File: src/rtl/int_sched.sv
// Machine-mode interrupt scheduler: owns the trap CSRs and asks the pipeline
// controller to redirect fetch on interrupt entry and on mret.
module int_sched #(
    parameter int                    ADDR_WIDTH = 32,
    parameter logic [ADDR_WIDTH-1:0] MTVEC_RST  = 32'h0000_0100
) (
    input  logic                  clk_i,
    input  logic                  rst_n_i,
    input  logic                  timer_irq_i,
    input  logic                  ext_irq_i,
    input  logic                  stall_i,
    input  logic                  jump_we_i,
    input  logic [ADDR_WIDTH-1:0] pc_i,
    input  logic                  mret_i,
    input  logic                  csr_we_i,
    input  logic [11:0]           csr_waddr_i,
    input  logic [ADDR_WIDTH-1:0] csr_wdata_i,
    input  logic [11:0]           csr_raddr_i,
    output logic [ADDR_WIDTH-1:0] csr_rdata_o,
    // int_en_o is a one-cycle redirect request with isr_pc_o valid alongside it;
    // the pipeline controller has no back-pressure, so there is no ready signal.
    output logic                  int_en_o,
    output logic [ADDR_WIDTH-1:0] isr_pc_o,
    // Debug view of the FSM: 0 IDLE, 1 WAIT, 2 ENTER, 3 BUSY, 4 RET.
    output logic [2:0]            dbg_state_o
);

    typedef enum logic [2:0] {
        ST_IDLE  = 3'd0,
        ST_WAIT  = 3'd1,
        ST_ENTER = 3'd2,
        ST_BUSY  = 3'd3,
        ST_RET   = 3'd4
    } state_t;

    localparam logic [11:0] CSR_MSTATUS = 12'h300;
    localparam logic [11:0] CSR_MIE     = 12'h304;
    localparam logic [11:0] CSR_MTVEC   = 12'h305;
    localparam logic [11:0] CSR_MEPC    = 12'h341;
    localparam logic [11:0] CSR_MCAUSE  = 12'h342;
    localparam logic [11:0] CSR_MIP     = 12'h344;

    localparam logic [ADDR_WIDTH-1:0] ALIGN_MASK = ~{{(ADDR_WIDTH-2){1'b0}}, 2'b11};
    localparam logic [ADDR_WIDTH-1:0] CAUSE_EXT  = {1'b1, {(ADDR_WIDTH-5){1'b0}}, 4'hB};
    localparam logic [ADDR_WIDTH-1:0] CAUSE_TMR  = {1'b1, {(ADDR_WIDTH-5){1'b0}}, 4'h7};

    state_t                r_state;
    state_t                w_next;
    logic                  r_mie;
    logic                  r_mpie;
    logic                  r_mtie;
    logic                  r_meie;
    logic [ADDR_WIDTH-1:0] r_mtvec;
    logic [ADDR_WIDTH-1:0] r_mepc;
    logic [ADDR_WIDTH-1:0] r_mcause;
    logic                  w_ext_take;
    logic                  w_pending;
    logic                  w_quiet;

    assign w_ext_take  = r_meie & ext_irq_i;
    assign w_pending   = r_mie & (w_ext_take | (r_mtie & timer_irq_i));
    assign w_quiet     = ~stall_i & ~jump_we_i;
    assign dbg_state_o = r_state;

    always_ff @(posedge clk_i or negedge rst_n_i) begin
        if (!rst_n_i) begin
            r_state <= ST_IDLE;
        end else begin
            r_state <= w_next;
        end
    end

    always_comb begin
        w_next = r_state;
        case (r_state)
            ST_IDLE: begin
                if (mret_i)                    w_next = ST_RET;
                else if (w_pending && w_quiet) w_next = ST_ENTER;
                else if (w_pending)            w_next = ST_WAIT;
            end
            ST_WAIT: begin
                if (!w_pending)   w_next = ST_IDLE;
                else if (w_quiet) w_next = ST_ENTER;
            end
            ST_ENTER: w_next = ST_BUSY;
            ST_BUSY: begin
                if (mret_i)                    w_next = ST_RET;
                else if (w_pending && w_quiet) w_next = ST_ENTER;
                else if (w_pending)            w_next = ST_WAIT;
            end
            ST_RET:  w_next = ST_IDLE;
            default: w_next = ST_IDLE;
        endcase
    end

    // Hardware trap updates are written after the software write so they win.
    always_ff @(posedge clk_i or negedge rst_n_i) begin
        if (!rst_n_i) begin
            r_mie    <= 1'b0;
            r_mpie   <= 1'b0;
            r_mtie   <= 1'b0;
            r_meie   <= 1'b0;
            r_mtvec  <= MTVEC_RST;
            r_mepc   <= '0;
            r_mcause <= '0;
        end else begin
            if (csr_we_i) begin
                case (csr_waddr_i)
                    CSR_MSTATUS: begin
                        r_mie  <= csr_wdata_i[3];
                        r_mpie <= csr_wdata_i[7];
                    end
                    CSR_MIE: begin
                        r_mtie <= csr_wdata_i[7];
                        r_meie <= csr_wdata_i[11];
                    end
                    CSR_MTVEC:  r_mtvec  <= csr_wdata_i & ALIGN_MASK;
                    CSR_MEPC:   r_mepc   <= csr_wdata_i & ALIGN_MASK;
                    CSR_MCAUSE: r_mcause <= csr_wdata_i;
                    default: ;
                endcase
            end
            if (r_state == ST_ENTER) begin
                r_mepc   <= pc_i & ALIGN_MASK;
                r_mcause <= w_ext_take ? CAUSE_EXT : CAUSE_TMR;
                r_mpie   <= r_mie;
                r_mie    <= 1'b0;
            end else if (r_state == ST_RET) begin
                r_mie  <= r_mpie;
                r_mpie <= 1'b1;
            end
        end
    end

    always_comb begin
        csr_rdata_o = '0;
        case (csr_raddr_i)
            CSR_MSTATUS: begin
                csr_rdata_o[3] = r_mie;
                csr_rdata_o[7] = r_mpie;
            end
            CSR_MIE: begin
                csr_rdata_o[7]  = r_mtie;
                csr_rdata_o[11] = r_meie;
            end
            CSR_MTVEC:  csr_rdata_o = r_mtvec;
            CSR_MEPC:   csr_rdata_o = r_mepc;
            CSR_MCAUSE: csr_rdata_o = r_mcause;
            CSR_MIP: begin
                csr_rdata_o[7]  = timer_irq_i;
                csr_rdata_o[11] = ext_irq_i;
            end
            default: csr_rdata_o = '0;
        endcase
    end

    always_comb begin
        int_en_o = 1'b0;
        isr_pc_o = '0;
        case (r_state)
            ST_ENTER: begin
                int_en_o = 1'b1;
                isr_pc_o = r_mtvec;
            end
            ST_RET: begin
                int_en_o = 1'b1;
                isr_pc_o = r_mepc;
            end
            default: ;
        endcase
    end

endmodule
File: config.mk
export PLATFORM = sky130hd
export DESIGN_NAME = int_sched
export DESIGN_NICKNAME = d
export VERILOG_FILES = /design/src/rtl/int_sched.sv
export SDC_FILE = /design/constraint.sdc
export NUM_CORES = 1
export LEC_CHECK = 0
export BUFFER_PORTS_ARGS = -buffer_cell sky130_fd_sc_hd__clkbuf_2
export CAP_MARGIN = 5
export CORE_ASPECT_RATIO = 1.5
export CORE_MARGIN = 4
export CORE_UTILIZATION = 45
export CTS_BUF_LIST = sky130_fd_sc_hd__clkbuf_4 sky130_fd_sc_hd__clkbuf_8
export CTS_CLUSTER_SIZE = 14
export DETAILED_ROUTE_END_ITERATION = 8
export PLACE_DENSITY = 0.73
export RECOVER_POWER = 50
export REMOVE_ABC_BUFFERS = 1
export SETUP_SLACK_MARGIN = 0.2
export SYNTH_ARGS = -nofsm -noshare
export SYNTH_HDL_FRONTEND = slang
export SYNTH_SLANG_ARGS = --single-unit
File: constraint.sdc
create_clock -name clk_i -period 2.1 [get_ports clk_i]
set_input_delay 0.21 -clock clk_i [delete_from_list [all_inputs] [get_ports clk_i]]
set_output_delay 0.21 -clock clk_i [all_outputs]
set_load 0.02 [all_outputs]
==> flow_summary.json <==
{
  "status": "finished clean",
  "yosys_register_bits": 99,
  "grt_max_degree": 52,
  "hp-class": "in -> reg",
  "clk-insertion-delay-late_ps": 370,
  "firstDrtPassIters": 5,
  "grt_use_total": 0.247,
  "min_from": "csr_wdata_i[1]",
  "vias": 4881,
  "synth_top_area_frac": 0.468,
  "die_area_mm2": 0.0135,
  "clk_pin_slew_worst_paths_ps": 80,
  "cts_tree": "built",
  "synth_top_area_cell": "dfrtp_1",
  "area_growth_pct": 40.1,
  "max_freq_mhz": 498,
  "hold_ws_ps": 74.2,
  "yosysUniqueCellTypes": 48,
  "finalHoldViolations": 0,
  "crit_path_max_fanout": 7,
  "tightest_slew_ps": 1240,
  "cap_violations": 0,
  "wl_per_cell_um": 20.3,
  "async_reset_ff_frac": 1.00,
  "reg2regPathDepth": 7,
  "postPlaceCellArea_mm2": 0.00623,
  "holdPathStages": 3,
  "clock_path_buffers": 2,
  "ant_nets": 0,
  "final_common_cell": "clkbuf_2",
  "die_h_um": 140,
  "nets": 782,
  "finalCritPeriodShare": 0.955,
  "clock_sink_count": 99,
  "final_cell_mix": "114 x clkbuf_2, 96 x dfrtp_1, 55 x nor2_1",
  "setup_viol": 0,
  "power_density_mw_per_mm2": 504,
  "routed_via_density": 5.80,
  "period_minus_slack_ps": 2010,
  "ys_warn_count": 0,
  "num_io_pins": 164,
  "slew_headroom": 0.172,
  "antenna_found_initial": 0,
  "total_power_w": 0.00370,
  "crit_type": "reg -> out",
  "num_rows": 48,
  "drt_iter0_markers": 287,
  "grt_pass1_vias": 5064,
  "diodes": 0,
  "finalWorstSetupSlack_ps": 93.5,
  "reg2reg_from": "dbg_state_o[1]",
  "min_to": "r_mcause[1]",
  "drc": 0,
  "pre_cts_slack_ps": 67.4,
  "syn-cell-area_mm2": 0.00524,
  "cts_buffers": 9,
  "ys.flop_type": "dfrtp_1",
  "dp_cells": 787,
  "slew_viol_final": 0,
  "routabilityCongestion": 0.868,
  "stdcell_area_mm2": 0.00734,
  "timing.reg2reg.setup_slack_ps": 150,
  "fin_worst_skew_ps": 9.36,
  "end_kind": "output port",
  "synth.top_cells.by_area": "dfrtp_1 47%, a22o_1 7.4%, mux2_2 7.1%, mux2i_1 6.9%, a221o_1 5.2%",
  "syn_area_per_cell_um2": 10.6,
  "p_leak_nw": 3.77,
  "synth-edff-count": 0,
  "rr_endpoint": "r_mcause[2]",
  "netlist_instances": 495,
  "grt_pass1_wl_um": 25500,
  "coreArea_mm2": 0.0115,
  "ys_seq_area_frac": 0.473,
  "layout.cells.non_filler": 841,
  "initial_utilization": 0.456,
  "critPathLaunchType": "flop",
  "rsz0062_at_grt": "yes",
  "ir_drop_mv": 0.348,
  "io_buffers": 159,
  "wl_um": 17100,
  "crit_required_ps": 1890,
  "dp_hpwl_um": 10500,
  "htreeDepth": 3,
  "dieWidth_um": 96.1,
  "crit_arrival_ps": 1800,
  "layout-drive-gt1-share": 0.434,
  "overflow": 0,
  "cts_root_buf": "clkbuf_8"
}
how the worst max path moves through the flow:
stage,start,end,cells past startpoint
after CTS,dbg_state_o[0],isr_pc_o[18],4
final,dbg_state_o[1],isr_pc_o[6],4
after global placement,csr_raddr_i[3],csr_rdata_o[14],7
after detailed placement,csr_raddr_i[3],csr_rdata_o[14],7
after floorplan,csr_waddr_i[11],r_mtvec[10],4
after global routing,dbg_state_o[1],isr_pc_o[6],4
critical path, stage by stage, from the launching register on:
cell and delay [ps]:
dfrtp_1 440, or3b_4 510, buf_12 180, o21ai_2 130, clkbuf_8 170
metal layers:
layer	global-route usage	vias up	share of wire
met4	0.114	0	0.036
li1	-	2196	-
met1	0.290	2453	0.37
met3	0.0392	43	0.057
met5	0	-	0
met2	0.430	189	0.54
cell type report:
class	instances	area, um2
well taps	150	188
inverters	20	75.1
multi-input cells	342	2700
fillers	916	4130
clock buffers	16	183
flip-flops and latches	99	2480
repair buffers	214	1720
cell usage after synthesis (2+ instances only):
library cell and count:
a221o_1 27, nand2b_1 2, nor2_2 2, nor4_4 2, nand3b_1 4, a22o_1 44
and3_1 2, and4bb_2 3, and2_0 6, nor2_1 56, a31oi_1 4, buf_4 11
inv_1 20, a21oi_1 36, nor3b_1 3, o21ai_0 17, nand3_1 2, nor2b_1 2
nand4_1 2, or3_1 2, and2_1 5, buf_2 5, clkbuf_1 18, mux2_2 33
nand2_1 30, mux2i_1 36, dfrtp_1 98, buf_6 3
registers in the layout (all words and copies together), names as in the netlist:
name         cells
dbg_state_o      3
r_mcause        32
r_meie           1
r_mepc          30
r_mie            1
r_mpie           1
r_mtie           1
r_mtvec         30
report_power, final:
part	switching, W	internal (W)
clock network	0.000625	0.000547
registers	0.0000418	0.00195
logic	0.000279	0.000249
total	0.000946	0.00275
repair_timing:
action	CTS	global route
endpoints found under the hold margin	47	0
pin swaps	3	23
hold buffers	1	0
gates resized for setup	82	108
cloned	4	5
buffers inserted	24	4
setup endpoints to repair	60	86
cells by family (layout without fill, tap and decap cells):
family | count (synthesis) | in the layout | share of synthesized area
other cells | 1 | 2 | 0.000716
simple gates | 135 | 137 | 0.142
buf+inv | 57 | 250 | 0.0542
compound gates | 133 | 133 | 0.188
flops | 99 | 99 | 0.473
mux | 70 | 70 | 0.142
stage by stage:
stage | setup TNS [ps] | utilization
2_1_floorplan | -98510 | -
3_3_place_gp | 0 | 0.543
3_5_place_dp | 0 | 0.543
4_1_cts | 0 | 0.608
5_1_grt | 0 | 0.640
6_report | 0 | 0.640
Power figures use the tool's default switching activity.
